===== src/rtl/scoreboard_hazard_unit_pkg.sv =====
// Shared pipeline constants and the hazard unit's forwarding helper.
//   pipeline_pkg                : register-index width, forwarding-select
//                                 encodings, PC-source redirect encodings.
//   scoreboard_hazard_unit_pkg  : fwd_pick() operand forwarding decision.
package pipeline_pkg;

   localparam int REG_IDX_W = 5;

   localparam logic [1:0] FWD_RF = 2'b00;   // operand from register file
   localparam logic [1:0] FWD_XM = 2'b01;   // operand from X/M pipeline register
   localparam logic [1:0] FWD_MW = 2'b10;   // operand from M/W pipeline register

   localparam logic [1:0] PC_SEQ  = 2'b00;
   localparam logic [1:0] PC_BR   = 2'b01;
   localparam logic [1:0] PC_JMP  = 2'b10;
   localparam logic [1:0] PC_RSVD = 2'b11;

   function automatic logic is_redirect(input logic [1:0] pc_src);
      return (pc_src == PC_BR) || (pc_src == PC_JMP);
   endfunction

endpackage

package scoreboard_hazard_unit_pkg;

   import pipeline_pkg::*;

   // X/M has priority over M/W because it holds the younger result.
   function automatic logic [1:0] fwd_pick(input logic [REG_IDX_W-1:0] src,
                                           input logic [REG_IDX_W-1:0] x_dst,
                                           input logic                 x_we,
                                           input logic [REG_IDX_W-1:0] m_dst,
                                           input logic                 m_we);
      if (src != '0 && x_we && src == x_dst) return FWD_XM;
      if (src != '0 && m_we && src == m_dst) return FWD_MW;
      return FWD_RF;
   endfunction

endpackage


===== src/rtl/scoreboard_hazard_unit_if.sv =====
// Bundle of Decode/Execute/Memory status inputs and hazard-control outputs.
//   master : pipeline side (drives decode/execute status, receives controls)
//   slave  : hazard unit side
interface scoreboard_hazard_unit_if
   import pipeline_pkg::*;
#(
   parameter int NUM_REGS = 32,
   parameter int NUM_SRC  = 2,
   parameter int LAT_W    = 3
);
   logic                          d_valid;
   logic [NUM_SRC*REG_IDX_W-1:0]  d_src_reg;
   logic [NUM_SRC-1:0]            d_src_used;
   logic [REG_IDX_W-1:0]          d_dst_reg;
   logic                          d_reg_write;
   logic [LAT_W-1:0]              d_latency;
   logic [REG_IDX_W-1:0]          x_dst_reg;
   logic [REG_IDX_W-1:0]          m_dst_reg;
   logic                          x_reg_write;
   logic                          m_reg_write;
   logic                          x_valid;
   logic                          x_alu_ready;
   logic [1:0]                    pc_src;

   logic                          f_stall;
   logic                          d_stall;
   logic                          x_stall;
   logic                          f_flush;
   logic                          d_flush;
   logic                          x_bubble;
   logic [NUM_SRC*2-1:0]          x_fwd_sel;
   logic [NUM_REGS-1:0]           busy_vec;
   logic [31:0]                   stall_count;
   logic [31:0]                   flush_count;

   modport master (
      output d_valid, d_src_reg, d_src_used, d_dst_reg, d_reg_write, d_latency,
             x_dst_reg, m_dst_reg, x_reg_write, m_reg_write, x_valid, x_alu_ready,
             pc_src,
      input  f_stall, d_stall, x_stall, f_flush, d_flush, x_bubble, x_fwd_sel,
             busy_vec, stall_count, flush_count
   );

   modport slave (
      input  d_valid, d_src_reg, d_src_used, d_dst_reg, d_reg_write, d_latency,
             x_dst_reg, m_dst_reg, x_reg_write, m_reg_write, x_valid, x_alu_ready,
             pc_src,
      output f_stall, d_stall, x_stall, f_flush, d_flush, x_bubble, x_fwd_sel,
             busy_vec, stall_count, flush_count
   );

endinterface


===== src/rtl/scoreboard_hazard_unit_reg_scoreboard.sv =====
// reg_scoreboard: one LAT_W-bit countdown per architectural register.
//   clock, reset  : rising-edge clock, synchronous active-high reset
//   i_freeze      : hold every counter (Execute stalled)
//   i_load        : load i_load_val into counter i_load_idx (overrides decrement)
//   o_cnt         : all counters, register r at [r*LAT_W +: LAT_W]
//   o_busy_vec    : bit r set while counter r is nonzero
// Register 0 is hardwired to zero and never tracked.
module reg_scoreboard
   import pipeline_pkg::*;
#(
   parameter int NUM_REGS = 32,
   parameter int LAT_W    = 3
) (
   input  logic                      clock,
   input  logic                      reset,
   input  logic                      i_freeze,
   input  logic                      i_load,
   input  logic [REG_IDX_W-1:0]      i_load_idx,
   input  logic [LAT_W-1:0]          i_load_val,
   output logic [NUM_REGS*LAT_W-1:0] o_cnt,
   output logic [NUM_REGS-1:0]       o_busy_vec
);

   logic [LAT_W-1:0] r_cnt [NUM_REGS];

   always_ff @(posedge clock) begin
      if (reset) begin
         for (int r = 0; r < NUM_REGS; r++) r_cnt[r] <= '0;
      end else if (!i_freeze) begin
         r_cnt[0] <= '0;
         for (int r = 1; r < NUM_REGS; r++) begin
            if (i_load && i_load_idx == REG_IDX_W'(r))
               r_cnt[r] <= i_load_val;
            else if (r_cnt[r] != '0)
               r_cnt[r] <= r_cnt[r] - LAT_W'(1);
         end
      end
   end

   always_comb begin
      o_cnt      = '0;
      o_busy_vec = '0;
      for (int r = 0; r < NUM_REGS; r++) begin
         o_cnt[r*LAT_W +: LAT_W] = r_cnt[r];
         o_busy_vec[r]           = (r_cnt[r] != '0);
      end
   end

endmodule


===== src/rtl/scoreboard_hazard_unit.sv =====
// scoreboard_hazard_unit: scoreboard-based RAW/WAW stall, flush, bubble and
// operand-forwarding control for an in-order pipeline.
//   clock, reset : rising-edge clock, synchronous active-high reset
//   hz (slave)   : decode/execute/memory status in, stall/flush/bubble,
//                  registered x_fwd_sel, busy_vec and perf counters out
// Optional: define HAZARD_PERF_EN to enable stall_count / flush_count;
// otherwise both read as zero.
module scoreboard_hazard_unit
   import pipeline_pkg::*;
   import scoreboard_hazard_unit_pkg::*;
#(
   parameter int NUM_REGS = 32,
   parameter int NUM_SRC  = 2,
   parameter int LAT_W    = 3
) (
   input  logic                    clock,
   input  logic                    reset,
   scoreboard_hazard_unit_if.slave hz
);

   logic [NUM_REGS*LAT_W-1:0] w_cnt_flat;
   logic [LAT_W-1:0]          w_lat_eff;
   logic [LAT_W-1:0]          w_dst_cnt;
   logic                      w_raw;
   logic                      w_waw;
   logic                      w_flush;
   logic                      w_x_stall;
   logic                      w_d_stall;
   logic                      w_issue;
   logic                      w_load;
   logic [NUM_SRC*2-1:0]      w_fwd_next;
   logic [NUM_SRC*2-1:0]      r_fwd_sel;

   assign w_lat_eff = (hz.d_latency == '0) ? LAT_W'(1) : hz.d_latency;
   assign w_dst_cnt = w_cnt_flat[int'(hz.d_dst_reg)*LAT_W +: LAT_W];

   // Hazards are judged on the count that remains after this edge: a count of
   // 1 means the producer lands in X/M at this edge and is forwardable, so a
   // reader only stalls while more than one cycle remains, and a writer only
   // stalls if the older write would still land at or after its own.
   always_comb begin
      logic [REG_IDX_W-1:0] src;
      w_raw      = 1'b0;
      w_fwd_next = '0;
      for (int i = 0; i < NUM_SRC; i++) begin
         src = hz.d_src_reg[REG_IDX_W*i +: REG_IDX_W];
         if (hz.d_src_used[i] && src != '0 &&
             w_cnt_flat[int'(src)*LAT_W +: LAT_W] > LAT_W'(1))
            w_raw = 1'b1;
         w_fwd_next[2*i +: 2] = fwd_pick(src, hz.x_dst_reg, hz.x_reg_write,
                                         hz.m_dst_reg, hz.m_reg_write);
      end
   end

   assign w_waw     = hz.d_reg_write && hz.d_dst_reg != '0 && w_dst_cnt > w_lat_eff;
   assign w_flush   = is_redirect(hz.pc_src);
   assign w_x_stall = hz.x_valid & ~hz.x_alu_ready;
   // Flush dominates a decode hazard; an Execute stall still holds decode.
   assign w_d_stall = w_x_stall | (hz.d_valid & (w_raw | w_waw) & ~w_flush);
   assign w_issue   = hz.d_valid & ~w_d_stall & ~w_flush;
   assign w_load    = w_issue & hz.d_reg_write & (hz.d_dst_reg != '0);

   reg_scoreboard #(
      .NUM_REGS (NUM_REGS),
      .LAT_W    (LAT_W)
   ) u_sb (
      .clock      (clock),
      .reset      (reset),
      .i_freeze   (w_x_stall),
      .i_load     (w_load),
      .i_load_idx (hz.d_dst_reg),
      .i_load_val (w_lat_eff),
      .o_cnt      (w_cnt_flat),
      .o_busy_vec (hz.busy_vec)
   );

   // Execute selects track what enters Execute: hold while it is stalled,
   // clear when a bubble (or nothing) enters.
   always_ff @(posedge clock) begin
      if (reset)
         r_fwd_sel <= '0;
      else if (w_x_stall)
         r_fwd_sel <= r_fwd_sel;
      else if (w_issue)
         r_fwd_sel <= w_fwd_next;
      else
         r_fwd_sel <= '0;
   end

   assign hz.x_fwd_sel = r_fwd_sel;
   assign hz.f_stall   = w_d_stall;
   assign hz.d_stall   = w_d_stall;
   assign hz.x_stall   = w_x_stall;
   assign hz.f_flush   = w_flush;
   assign hz.d_flush   = w_flush;
   assign hz.x_bubble  = (w_d_stall & ~w_x_stall) | w_flush;

`ifdef HAZARD_PERF_EN
   logic [31:0] r_stall_count;
   logic [31:0] r_flush_count;

   always_ff @(posedge clock) begin
      if (reset) begin
         r_stall_count <= '0;
         r_flush_count <= '0;
      end else begin
         if (w_d_stall) r_stall_count <= r_stall_count + 32'd1;
         if (w_flush)   r_flush_count <= r_flush_count + 32'd1;
      end
   end

   assign hz.stall_count = r_stall_count;
   assign hz.flush_count = r_flush_count;
`else
   assign hz.stall_count = '0;
   assign hz.flush_count = '0;
`endif

endmodule


===== src/flat_wrapper.sv =====
// flat-port wrapper written by rule: the top's interface ports become plain ports
module scoreboard_hazard_unit_flat import pipeline_pkg::*; import scoreboard_hazard_unit_pkg::*;
#(
   parameter int NUM_REGS = 32,
   parameter int NUM_SRC  = 2,
   parameter int LAT_W    = 3
)
  (clock, reset, hz_d_valid, hz_d_src_reg, hz_d_src_used, hz_d_dst_reg, hz_d_reg_write, hz_d_latency, hz_x_dst_reg, hz_m_dst_reg, hz_x_reg_write, hz_m_reg_write, hz_x_valid, hz_x_alu_ready, hz_pc_src, hz_f_stall, hz_d_stall, hz_x_stall, hz_f_flush, hz_d_flush, hz_x_bubble, hz_x_fwd_sel, hz_busy_vec, hz_stall_count, hz_flush_count);
  scoreboard_hazard_unit_if #(.NUM_REGS(NUM_REGS), .NUM_SRC(NUM_SRC), .LAT_W(LAT_W)) hz_i ();
  input  logic clock;
  input  logic reset;
  input wire logic [$bits(hz_i.d_valid)-1:0] hz_d_valid;
  input wire logic [$bits(hz_i.d_src_reg)-1:0] hz_d_src_reg;
  input wire logic [$bits(hz_i.d_src_used)-1:0] hz_d_src_used;
  input wire logic [$bits(hz_i.d_dst_reg)-1:0] hz_d_dst_reg;
  input wire logic [$bits(hz_i.d_reg_write)-1:0] hz_d_reg_write;
  input wire logic [$bits(hz_i.d_latency)-1:0] hz_d_latency;
  input wire logic [$bits(hz_i.x_dst_reg)-1:0] hz_x_dst_reg;
  input wire logic [$bits(hz_i.m_dst_reg)-1:0] hz_m_dst_reg;
  input wire logic [$bits(hz_i.x_reg_write)-1:0] hz_x_reg_write;
  input wire logic [$bits(hz_i.m_reg_write)-1:0] hz_m_reg_write;
  input wire logic [$bits(hz_i.x_valid)-1:0] hz_x_valid;
  input wire logic [$bits(hz_i.x_alu_ready)-1:0] hz_x_alu_ready;
  input wire logic [$bits(hz_i.pc_src)-1:0] hz_pc_src;
  output wire logic [$bits(hz_i.f_stall)-1:0] hz_f_stall;
  output wire logic [$bits(hz_i.d_stall)-1:0] hz_d_stall;
  output wire logic [$bits(hz_i.x_stall)-1:0] hz_x_stall;
  output wire logic [$bits(hz_i.f_flush)-1:0] hz_f_flush;
  output wire logic [$bits(hz_i.d_flush)-1:0] hz_d_flush;
  output wire logic [$bits(hz_i.x_bubble)-1:0] hz_x_bubble;
  output wire logic [$bits(hz_i.x_fwd_sel)-1:0] hz_x_fwd_sel;
  output wire logic [$bits(hz_i.busy_vec)-1:0] hz_busy_vec;
  output wire logic [$bits(hz_i.stall_count)-1:0] hz_stall_count;
  output wire logic [$bits(hz_i.flush_count)-1:0] hz_flush_count;
  assign hz_i.d_valid = hz_d_valid;
  assign hz_i.d_src_reg = hz_d_src_reg;
  assign hz_i.d_src_used = hz_d_src_used;
  assign hz_i.d_dst_reg = hz_d_dst_reg;
  assign hz_i.d_reg_write = hz_d_reg_write;
  assign hz_i.d_latency = hz_d_latency;
  assign hz_i.x_dst_reg = hz_x_dst_reg;
  assign hz_i.m_dst_reg = hz_m_dst_reg;
  assign hz_i.x_reg_write = hz_x_reg_write;
  assign hz_i.m_reg_write = hz_m_reg_write;
  assign hz_i.x_valid = hz_x_valid;
  assign hz_i.x_alu_ready = hz_x_alu_ready;
  assign hz_i.pc_src = hz_pc_src;
  assign hz_f_stall = hz_i.f_stall;
  assign hz_d_stall = hz_i.d_stall;
  assign hz_x_stall = hz_i.x_stall;
  assign hz_f_flush = hz_i.f_flush;
  assign hz_d_flush = hz_i.d_flush;
  assign hz_x_bubble = hz_i.x_bubble;
  assign hz_x_fwd_sel = hz_i.x_fwd_sel;
  assign hz_busy_vec = hz_i.busy_vec;
  assign hz_stall_count = hz_i.stall_count;
  assign hz_flush_count = hz_i.flush_count;
  scoreboard_hazard_unit #(.NUM_REGS(NUM_REGS), .NUM_SRC(NUM_SRC), .LAT_W(LAT_W)) u_core (.clock(clock), .reset(reset), .hz(hz_i));
endmodule

===== config.mk =====
export PLATFORM = sky130hd
export DESIGN_NAME = scoreboard_hazard_unit_flat
export DESIGN_NICKNAME = d
export VERILOG_FILES = /design/src/rtl/scoreboard_hazard_unit_pkg.sv /design/src/rtl/scoreboard_hazard_unit_if.sv /design/src/rtl/scoreboard_hazard_unit_reg_scoreboard.sv /design/src/rtl/scoreboard_hazard_unit.sv /design/src/flat_wrapper.sv
export SDC_FILE = /design/constraint.sdc
export NUM_CORES = 1
export LEC_CHECK = 0
export CAP_MARGIN = 10
export CORE_ASPECT_RATIO = 0.9
export CORE_MARGIN = 4
export CORE_UTILIZATION = 45
export DETAILED_ROUTE_END_ITERATION = 8
export PLACE_DENSITY = 0.69
export SYNTH_ARGS = -nofsm -noshare
export SYNTH_HDL_FRONTEND = slang
export SYNTH_SLANG_ARGS = --single-unit

===== constraint.sdc =====
create_clock -name clock -period 11.8 [get_ports clock]
set_input_delay 2.36 -clock clock [delete_from_list [all_inputs] [get_ports clock]]
set_output_delay 2.36 -clock clock [all_outputs]
set_load 0.03 [all_outputs]

Word level (Yosys, flattened, before mapping)
Memory sizes are Yosys's and may differ from the RTL's.
Index checks and enable logic that the tools add are counted.
{"block": "word_totals", "register_bits": 4, "ram_bits": 96, "in_bits": 40, "output_inout_bits": 106, "word_cells": 604, "memories": 1}
{"block": "op_classes", "addsub": 31, "mul": 3, "order_cmp": 3, "n_eq_ne": 37, "shift": 3, "mux": 365, "n_bitwise": 78, "n_reduce_logical": 82}
{"name": "u_core.u_sb.r_cnt", "depth": 32, "word_bits": 3, "read_ports": 32, "rd_clocked_by_memory_dff": 0, "wr": 32, "line": "scoreboard_hazard_unit_reg_scoreboard.sv:24", "text": "logic [LAT_W-1:0] r_cnt [NUM_REGS];"}
{"op": "1-bit 2-to-1 mux", "n": 292}
{"op": "96-bit by 32-bit indexed part select with 3-bit output", "n": 3}
{"op": "3-bit 2-to-1 mux", "n": 64}
{"op": "3-bit nonzero test", "n": 32}
{"op": "3-bit by 1-bit subtractor with 3-bit output, second input constant", "n": 31}
{"op": "5-bit == test, second input constant", "n": 16}
{"op": "1-bit OR", "n": 66}
{"op": "1-bit logical AND", "n": 45}
{"op": "5-bit by 4-bit == test with 1-bit output, second input constant", "n": 8}
{"op": "5-bit by 2-bit multiplier with 7-bit output, second input constant", "n": 3}
{"op": "5-bit by 3-bit == test with 1-bit output, second input constant", "n": 4}
{"op": "5-bit == test", "n": 4}
{"op": "2-bit 2-to-1 mux", "n": 8}
{"op": "5-bit nonzero test", "n": 3}
{"op": "5-bit by 2-bit == test with 1-bit output, second input constant", "n": 2}
{"op": "1-bit AND", "n": 8}
{"op": "3-bit by 1-bit greater-than comparator with 1-bit output, second input constant", "n": 2}
{"op": "5-bit by 1-bit == test with 1-bit output, second input constant", "n": 1}
{"op": "4-bit 2-to-1 mux", "n": 1}
{"op": "1-bit NOT", "n": 4}
{"op": "3-bit greater-than comparator", "n": 1}
{"op": "3-bit logical NOT", "n": 1}
{"op": "2-bit by 1-bit == test with 1-bit output, second input constant", "n": 1}
{"op": "2-bit == test, second input constant", "n": 1}
{"op": "1-bit logical OR", "n": 1}

Logic depth before layout (Yosys ltp)
Gate-level depths: netlist (run 1).
{"block": "depth", "word_depth": 22, "depth_mapped": 20, "depth_no_buf": 17}

Hierarchy
A second synthesis (run 1) with hierarchy kept.
{"block": "unflattened", "hier_cells": 1063, "hier_area_um2": 10003.3}
{"module": "reg_scoreboard", "n_inst": 1, "cells_per_inst": 746, "area_per_inst_um2": 7303.3, "seq_area_each_um2": 2792.7}
{"module": "scoreboard_hazard_unit", "n_inst": 1, "cells_per_inst": 317, "area_per_inst_um2": 2700.1, "seq_area_each_um2": 80.1}

Worst setup path before layout (run 1)
Ideal clock, no wire load.
{"block": "synth_timing", "path_kind": "input -> output", "startpoint": "input hz_d_dst_reg[0]", "endpoint": "output hz_f_stall", "arrival_time_ps": 6238, "required_time_ps": 9440, "path_slack_ps": 3202, "cell_stages": 15, "n_path_buf": 4, "path_cell_list": "buf_2 buf_1 clkbuf_1 mux4_2 o21ai_0 a21oi_1 nor3_1 a21oi_1 ha_1 nor2b_1 o21a_1 o21ai_1 o211a_1 o21ai_0 buf_4"}
{"block": "synth_between", "elab_chain_len": 8, "word_cells_on_any_way": 10, "cone_classes": "mul (1); order compare (1); shift (1); bitwise (4); reduce/logical (3)"}
{"item": "from (decl)", "line": "flat_wrapper.sv:15", "text": "input wire logic [$bits(hz_i.d_dst_reg)-1:0] hz_d_dst_reg;"}
{"item": "5-bit by 2-bit multiplier with 7-bit output", "line": "scoreboard_hazard_unit.sv:35", "text": "assign w_dst_cnt = w_cnt_flat[int'(hz.d_dst_reg)*LAT_W +: LAT_W];"}
{"item": "96-bit by 32-bit indexed part select with 3-bit output", "line": "scoreboard_hazard_unit.sv:35"}
{"item": "3-bit greater-than comparator", "line": "scoreboard_hazard_unit.sv:55", "text": "assign w_waw = hz.d_reg_write && hz.d_dst_reg != '0 && w_dst_cnt > w_lat_eff;"}
{"item": "1-bit logical AND *", "line": "scoreboard_hazard_unit.sv:55"}
{"item": "1-bit OR *", "line": "scoreboard_hazard_unit.sv:59", "text": "assign w_d_stall = w_x_stall | (hz.d_valid & (w_raw | w_waw) & ~w_flush);"}
{"item": "1-bit AND * (2 in a row)", "line": "scoreboard_hazard_unit.sv:59"}
{"item": "1-bit OR *", "line": "scoreboard_hazard_unit.sv:59"}
{"item": "to (decl)", "line": "flat_wrapper.sv:25", "text": "output wire logic [$bits(hz_i.f_stall)-1:0] hz_f_stall;"}
Mark *: on every way between the ends. The rest lies on a longest branch, timed or not.

Worst setup path after layout (run 1)
{"block": "layout_timing", "startpoint": "input hz_d_dst_reg[1]", "endpoint": "output hz_f_stall"}
The elaborated chain is that of the path after synthesis.

==> summary.txt, run 1 <==
Global routing
  – Vias in the first global route: 7378
  – Total global-route track usage: 23.0%
  – GR Overflow Total: 0
  – Pin count of the biggest net entering global routing: 69
  – Initial antenna violation count: 2
  – First-pass GRT wire length: 41600 µm

Min path
  – HP Class: reg -> reg
  – WHS Path Cells: 1
  – Hold endpoint: u_core.hz.x_fwd_sel[3]$_SDFFE_PP0N_
  – Hold Crit Start: u_core.hz.x_fwd_sel[3]$_SDFFE_PP0N_

Placed design
  – HPWL after DPL: 20300 µm
  – Area post-placement: 10100 µm²
  – Routability congestion estimate: 0.963
  – Placement Setup Slack: 2.19 ns
  – IO Port Bufs: 80

Clocking
  – TritonCTS clock tree: built
  – Hold_buf cts: 0
  – CTS Root Buffer Type: clkbuf_16
  – Clock-pin transition on the worst setup and hold timing paths: 0.07 ns
  – H-tree depth: 3
  – Clock sink total: 97
  – Total CTS buffers: 9
  – Post-CTS Resized: 0
  – Maximum clock path buffer count: 2
  – # Post-CTS Setup Buffers: 0
  – Worst-Skew Late Latency: 0.36 ns

Job
  – MaxCap Viol Count: 0

Logic synthesis
  – Mapped cell area: 9340 µm²
  – FFs w/ async S/R, synth: 0%
  – Sequential cell area fraction in the yosys report: 30.8%
  – Ranking of synthesized cells by area: edfxtp_1, ha_1, mux4_2, mux2_2, nor2_1
  – Largest area contributor in the netlist: edfxtp_1
  – Register bit total from synthesis: 97
  – Ys flop type: edfxtp_1
  – Post-Syn Instances: 992
  – Post-synth EDFFs: 93
  – Mean Syn Cell Area: 9.42 µm²
  – Post-synth cell types: 61
  – Yosys top cell area share: 29.9%
  – Syn. warnings: 0

Layout
  – # nets final: 1146
  – Synthesis-to-finish area growth: 10.9%
  – FF/Latch Area: 2870 µm²
  – Layout cell share with drive strength beyond 1: 12.9%
  – Multi-input logic area: 5700 µm²
  – Fillers: 1861
  – Antenna cells: 0
  – Final instance area: 10400 µm²

Drt
  – Wirelength, routed: 27100 µm
  – Routed Antenna Nets: 0
  – DR vias: 7657
  – DR WL/cell: 20.8 µm
  – Initial drt markers: 979
  – DRT Pass-1 Iters: 5
  – Vias per cell: 5.89
  – Drc violations: 0

Pwr
  – Total power: 0.00258 W
  – Max VDD drop: 0.134 mV
  – Power Density: 249 nW/µm²
  – LEAKAGE: 4.11 nW

Floorplanning
  – Die width: 160 µm
  – Chip height: 145 µm
  – Core box area: 20200 µm²
  – Initial Util: 46.3%
  – Die ar.: 23100 µm²
  – Io pins: 146
  – Rows: 49

Timing
  – Clk_skew: 0.0121 ns
  – Min Tclk post-route: 9.58 ns
  – Max Slew Vio Count: 0
  – Worst-Margin Slew: 1.24 ns
  – Relative slew slack: 17.2%
  – Setup WS post-layout: 2.22 ns
  – Setup Viol. Count Final: 0
  – Fin crit share: 81.2%
  – RSZ-0062 raised after global routing: false
  – Hold Vio Cnt, Final: 0
  – Max Clock Freq: 104 MHz
  – Setup_tns: 0 ns

Worst setup path
  – Worst r2r path cells: 12
  – Critical path peak fanout: 28
  – Worst r2r src: u_core.u_sb.r_cnt[1][43]$_SDFFCE_PP0P_
  – Crit start category: input pin
  – Arrival @ worst endpoint: 7.22 ns
  – R2R Setup Slk: 7.21 ns
  – WS Path Type: in -> out
  – CP Capture Type: output pin
  – Worst EP required: 9.44 ns
  – Reg2reg end: u_core.u_sb.r_cnt[0][36]$_SDFFCE_PN0P_

Run status
  – Status: finished clean
[where the power goes]
group	internal (W)	switching [W]
clock network	0.000183	0.000132
registers	0.000601	0.000225
logic	0.000648	0.000794
total	0.00143	0.00115
[layout make-up]
cell class,count,area share [%]
Inverter,77,2.79
Tap cell,255,3.08
Sequential cell,97,27.7
Clock buffer,10,2.21
Clock inverter,5,0.689
Multi-Input combinational cell,764,55.0
Timing Repair Buffer,92,8.50
[sequential cells by signal, indices dropped and copies added (netlist names)]
| register | count |
|---|---|
| u_core.u_sb.r_cnt | 93 |
| u_core.hz.x_fwd_sel | 4 |
[worst max path at each step]
stage,startpoint,end
2_1_floorplan,hz_d_dst_reg[0],hz_f_stall
3_3_place_gp,hz_d_dst_reg[1],hz_d_stall
5_1_grt,hz_d_dst_reg[1],hz_d_stall
4_1_cts,hz_d_dst_reg[1],hz_d_stall
6_report,hz_d_dst_reg[1],hz_f_stall
3_5_place_dp,hz_d_dst_reg[1],hz_d_stall
[worst max-delay path, stage by stage]
cell	delay, ns
clkdlybuf4s50_1	1.26
buf_4	0.33
mux4_2	0.50
mux4_2	0.47
mux2i_1	0.15
ha_1	0.17
nor2b_1	0.04
o21a_1	0.16
o21ai_1	0.46
o211a_1	0.38
o21ai_0	0.23
clkdlybuf4s50_1	0.69
[cells by family after synthesis]
logic type,share of synthesized area (%)
AND/OR/NAND/NOR,18.1
buffers and inverters,10.9
AO/OA/AOI/OAI,10.9
multiplexers,17.5
flip-flops,30.8
adder cells (fa/ha/maj),8.71
XOR/XNOR,3.09
other,0.0401
[placed cells by master, fill, tap and decap left out, types with 29 or more instances in the layout]
| cell | synthesis | layout |
|---|---|---|
| a21oi_1 | 38 | 38 |
| clkdlybuf4s50_1 | 0 | 78 |
| conb_1 | 1 | 65 |
| edfxtp_1 | 93 | 93 |
| ha_1 | 65 | 65 |
| inv_1 | 76 | 76 |
| mux2_2 | 53 | 53 |
| mux2i_1 | 37 | 37 |
| mux4_2 | 29 | 29 |
| nand2_1 | 32 | 32 |
| nand2b_1 | 37 | 37 |
| nor2_1 | 143 | 142 |
| nor3_1 | 29 | 29 |
| o21ai_0 | 34 | 34 |
[Yosys cell counts, types with 5 or more instances]
| master | count |
|---|---|
| nand3_1 | 16 |
| nand4_1 | 28 |
| xnor2_1 | 25 |
| or2_2 | 8 |
| inv_1 | 76 |
| a21oi_1 | 38 |
| mux4_2 | 29 |
| nor3_1 | 29 |
| clkbuf_1 | 32 |
| buf_1 | 5 |
| nor2b_1 | 12 |
| buf_2 | 9 |
| ha_1 | 65 |
| nor3b_1 | 6 |
| nand3b_1 | 6 |
| edfxtp_1 | 93 |
| nand2b_1 | 37 |
| o21ai_0 | 34 |
| mux2i_1 | 37 |
| buf_4 | 70 |
| o211a_1 | 7 |
| nand2_1 | 32 |
| a211oi_1 | 20 |
| nor4_1 | 6 |
| xor2_1 | 8 |
| nor2_1 | 143 |
| mux2_2 | 53 |
[metal layers]
layer	part of all wire [%]	up-vias	track usage (%)	routed length (µm)
met5	0.096	-	0	26
met4	2.2	4	6.97	593
met3	12	51	6.34	3240
met2	44	448	36.3	12000
met1	41	3636	31.3	11200
li1	-	3518	-	-
[per-stage QoR]
step                util [%]  hold slack (ns)  cells
floorplan                  -            0.654   1056
global placement        49.9            0.475   1285
detailed placement      49.9            0.489   1285
CTS                     51.3            0.509   1300
global route            51.3            0.527   1300
finish                  51.3            0.509   1300
No activity file was read; power rests on OpenSTA's default activity.
==> run 2: changes to the inputs <==
==> constraint.sdc (replaced) <==
create_clock -name clock -period 9.2 [get_ports clock]
set_input_delay 1.84 -clock clock [delete_from_list [all_inputs] [get_ports clock]]
set_output_delay 1.84 -clock clock [all_outputs]
set_load 0.03 [all_outputs]
==> run 2 against run 1 <==
Via count down 0.39%. Total power is 28% higher. Sequential power rose by 27%. Count of clock-buffer cells in the layout down 1. Combinational power up 28%.
==> summary.txt, run 2 (synthesis gave the netlist of run 1 again) <==
Run status
  – Status: finished clean (unchanged)

Drt
  – DR vias: 7627 (was 7657)
  – Drc violations: 0 (unchanged)
  – Wirelength, routed: 26600 µm (was 27100 µm)
  – Initial drt markers: 891 (was 979)
  – DRT Pass-1 Iters: 6 (was 5)
  – DR WL/cell: 20.4 µm (was 20.8 µm)
  – Routed Antenna Nets: 0 (unchanged)
  – Vias per cell: 5.85 (was 5.89)

Timing
  – Setup Viol. Count Final: 0 (unchanged)
  – Max Slew Vio Count: 0 (unchanged)
  – Setup_tns: 0 ns (unchanged)
  – Worst-Margin Slew: 1.05 ns (was 1.24 ns)
  – RSZ-0062 raised after global routing: false (unchanged)
  – Hold Vio Cnt, Final: 0 (unchanged)
  – Max Clock Freq: 120 MHz
  – Relative slew slack: 29.6% (was 17.2%)
  – Clk_skew: 0.00885 ns (was 0.0121 ns)
  – Fin crit share: 90.5%
  – Min Tclk post-route: 8.32 ns

Placed design
  – HPWL after DPL: 20000 µm (was 20300 µm)
  – Placed cell count: 1288 (was 1285)
  – Routability congestion estimate: 0.915 (was 0.963)
  – IO Port Bufs: 80 (unchanged)

Worst setup path
  – R2R Setup Slk: 4.91 ns (was 7.21 ns)
  – Crit-path cells: clkdlybuf4s50_1, buf_4, mux4_2, mux4_2, inv_1, a21oi_1, ha_1, nor2b_1, o21a_1, o21ai_1, buf_4, o211a_1, o21ai_0, clkdlybuf4s50_1 (was clkdlybuf4s50_1, buf_4, mux4_2, mux4_2, mux2i_1, ha_1, nor2b_1, o21a_1, o21ai_1, o211a_1, o21ai_0, clkdlybuf4s50_1)
  – CP Buf/Inv Count: 5 (was 3)
  – Crit-path max cell delay: 1.01 ns (was 1.26 ns)
  – Worst path slowest cell: clkdlybuf4s50_1 (unchanged)
  – Arrival @ worst endpoint: 6.48 ns (was 7.22 ns)
  – WS Path Type: in -> out (unchanged)
  – CP Capture Type: output pin (unchanged)
  – CP top delay family: buffers and inverters (unchanged)
  – Worst EP required: 7.36 ns (was 9.44 ns)
  – Crit start category: input pin (unchanged)
  – Critical path peak fanout: 20 (was 28)

Clocking
  – H-tree depth: 3 (unchanged)
  – Clock-pin transition on the worst setup and hold timing paths: 0.07 ns (about the same)
  – Total CTS buffers: 9 (unchanged)
  – Hold_buf cts: 0 (unchanged)
  – Worst-Skew Late Latency: 0.36 ns (about the same)
  – # Post-CTS Setup Buffers: 0 (unchanged)
  – Post-CTS Resized: 0 (unchanged)
  – Maximum clock path buffer count: 2 (unchanged)
  – TritonCTS clock tree: built (unchanged)
  – Clock sink total: 97 (unchanged)
  – CTS Root Buffer Type: clkbuf_16 (unchanged)

Floorplanning
  – Core box area: 20200 µm² (unchanged)
  – Die width: 160 µm (unchanged)
  – Die ar.: 23100 µm² (unchanged)
  – Initial Util: 46.3% (unchanged)
  – Rows: 49 (unchanged)
  – Chip height: 145 µm (unchanged)
  – Io pins: 146 (unchanged)

Global routing
  – Initial antenna violation count: 2 (unchanged)
  – GR Overflow Total: 0 (unchanged)
  – Total global-route track usage: 22.6% (was 23.0%)
  – Pin count of the biggest net entering global routing: 65 (was 69)
  – First-pass GRT wire length: 40700 µm (was 41600 µm)
  – Vias in the first global route: 7048 (was 7378)

Pwr
  – LEAKAGE: 4.13 nW (was 4.11 nW)
  – Power Density: 319 nW/µm² (was 249 nW/µm²)
  – Total power: 0.00331 W (was 0.00258 W)
  – Max VDD drop: 0.183 mV (was 0.134 mV)

Layout
  – Non-Filler Instances: 1304 (was 1300)
  – Commonest cells after routing, fill and taps aside: nor2_1, edfxtp_1, clkdlybuf4s50_1 (unchanged)
  – Synthesis-to-finish area growth: 11.2% (was 10.9%)
  – Antenna cells: 0 (unchanged)
  – # nets final: 1149 (was 1146)
  – Most common cell after layout, fill and taps aside: nor2_1 (unchanged)
  – Max FFs per register: 93 (unchanged)
  – Final core utilization: 51.5% (was 51.3%)
  – Largest register by flop count: u_core.u_sb.r_cnt (unchanged)
  – Fillers: 1804 (was 1861)
  – Layout cell share with drive strength beyond 1: 13.4% (was 12.9%)

Job
  – MaxCap Viol Count: 0 (unchanged)

Min path
  – HP Class: reg -> reg (unchanged)
==> run 2: cell count changes in the layout (fill, tap and decap cells not counted) <==
cell / before / now
clkinv_1: 3 / 2
clkinvlp_4: 0 / 1
clkbuf_1: 1 / 0
clkinv_2: 0 / 2
buf_4: 12 / 15
==> run 2: worst reg2reg max path: stages (launching register included) <==
cell and delay (ns):
edfxtp_1 0.51, mux4_2 0.52, mux4_2 0.48, inv_1 0.06, a21oi_1 0.06, ha_1 0.34, nor2b_1 0.14, o21a_1 0.17
o21ai_1 0.11, buf_4 0.17, nand2b_1 0.13, nor4_1 0.47, nand4_1 0.37, a21oi_1 0.44
==> run 2: final timing paths <==
path / from / to / depth (start not counted)
max: hz_d_dst_reg[1] / hz_d_stall / 14
min reg2reg: u_core.hz.x_fwd_sel[0]$_SDFFE_PP0N_ / u_core.hz.x_fwd_sel[0]$_SDFFE_PP0N_ / 2
max reg2reg: u_core.u_sb.r_cnt[1][43]$_SDFFCE_PP0P_ / u_core.u_sb.r_cnt[0][24]$_SDFFCE_PN0P_ / 13
min: u_core.hz.x_fwd_sel[0]$_SDFFE_PP0N_ / u_core.hz.x_fwd_sel[0]$_SDFFE_PP0N_ / 2
==> run 2: power by group <==
| group | switching (W) | internal, W | total, W |
|---|---|---|---|
| Clock | 0.000171 | 0.000235 | 0.000407 |
| Combinational | 0.00102 | 0.000835 | 0.00185 |
| Sequential | 0.000283 | 0.000771 | 0.00105 |
| Total | 0.00147 | 0.00184 | 0.00331 |
==> run 2: layer usage <==
| layer | GRT usage, % | vias up | share of wire (%) |
|---|---|---|---|
| li1 | - | 3523 | - |
| met1 | 32.6 | 3606 | 43 |
| met2 | 34.6 | 439 | 43 |
| met3 | 4.22 | 55 | 11 |
| met4 | 7.29 | 4 | 2.4 |
| met5 | 0 | - | 0.079 |
==> run 2: cell type report <==
class / instances / area (µm²) / area share, %
Sequential cell: 97 / 2870 / 27.6
Inverter: 77 / 289 / 2.78
Tap cell: 255 / 319 / 3.07
Clock inverter: 7 / 85.1 / 0.819
Clock buffer: 9 / 225 / 2.17
Timing Repair Buffer: 95 / 903 / 8.69
Multi-Input combinational cell: 764 / 5700 / 54.8
==> run 2: stage by stage <==
stage / instance area (µm²) / hold WS [ns] / setup slack [ns]
2_1_floorplan: 9580 / 0.654 / 1.64
3_3_place_gp: 10100 / 0.474 / 0.900
3_5_place_dp: 10100 / 0.487 / 0.850
4_1_cts: 10400 / 0.508 / 0.828
5_1_grt: 10400 / 0.519 / 0.586
6_report: 10400 / 0.503 / 0.875
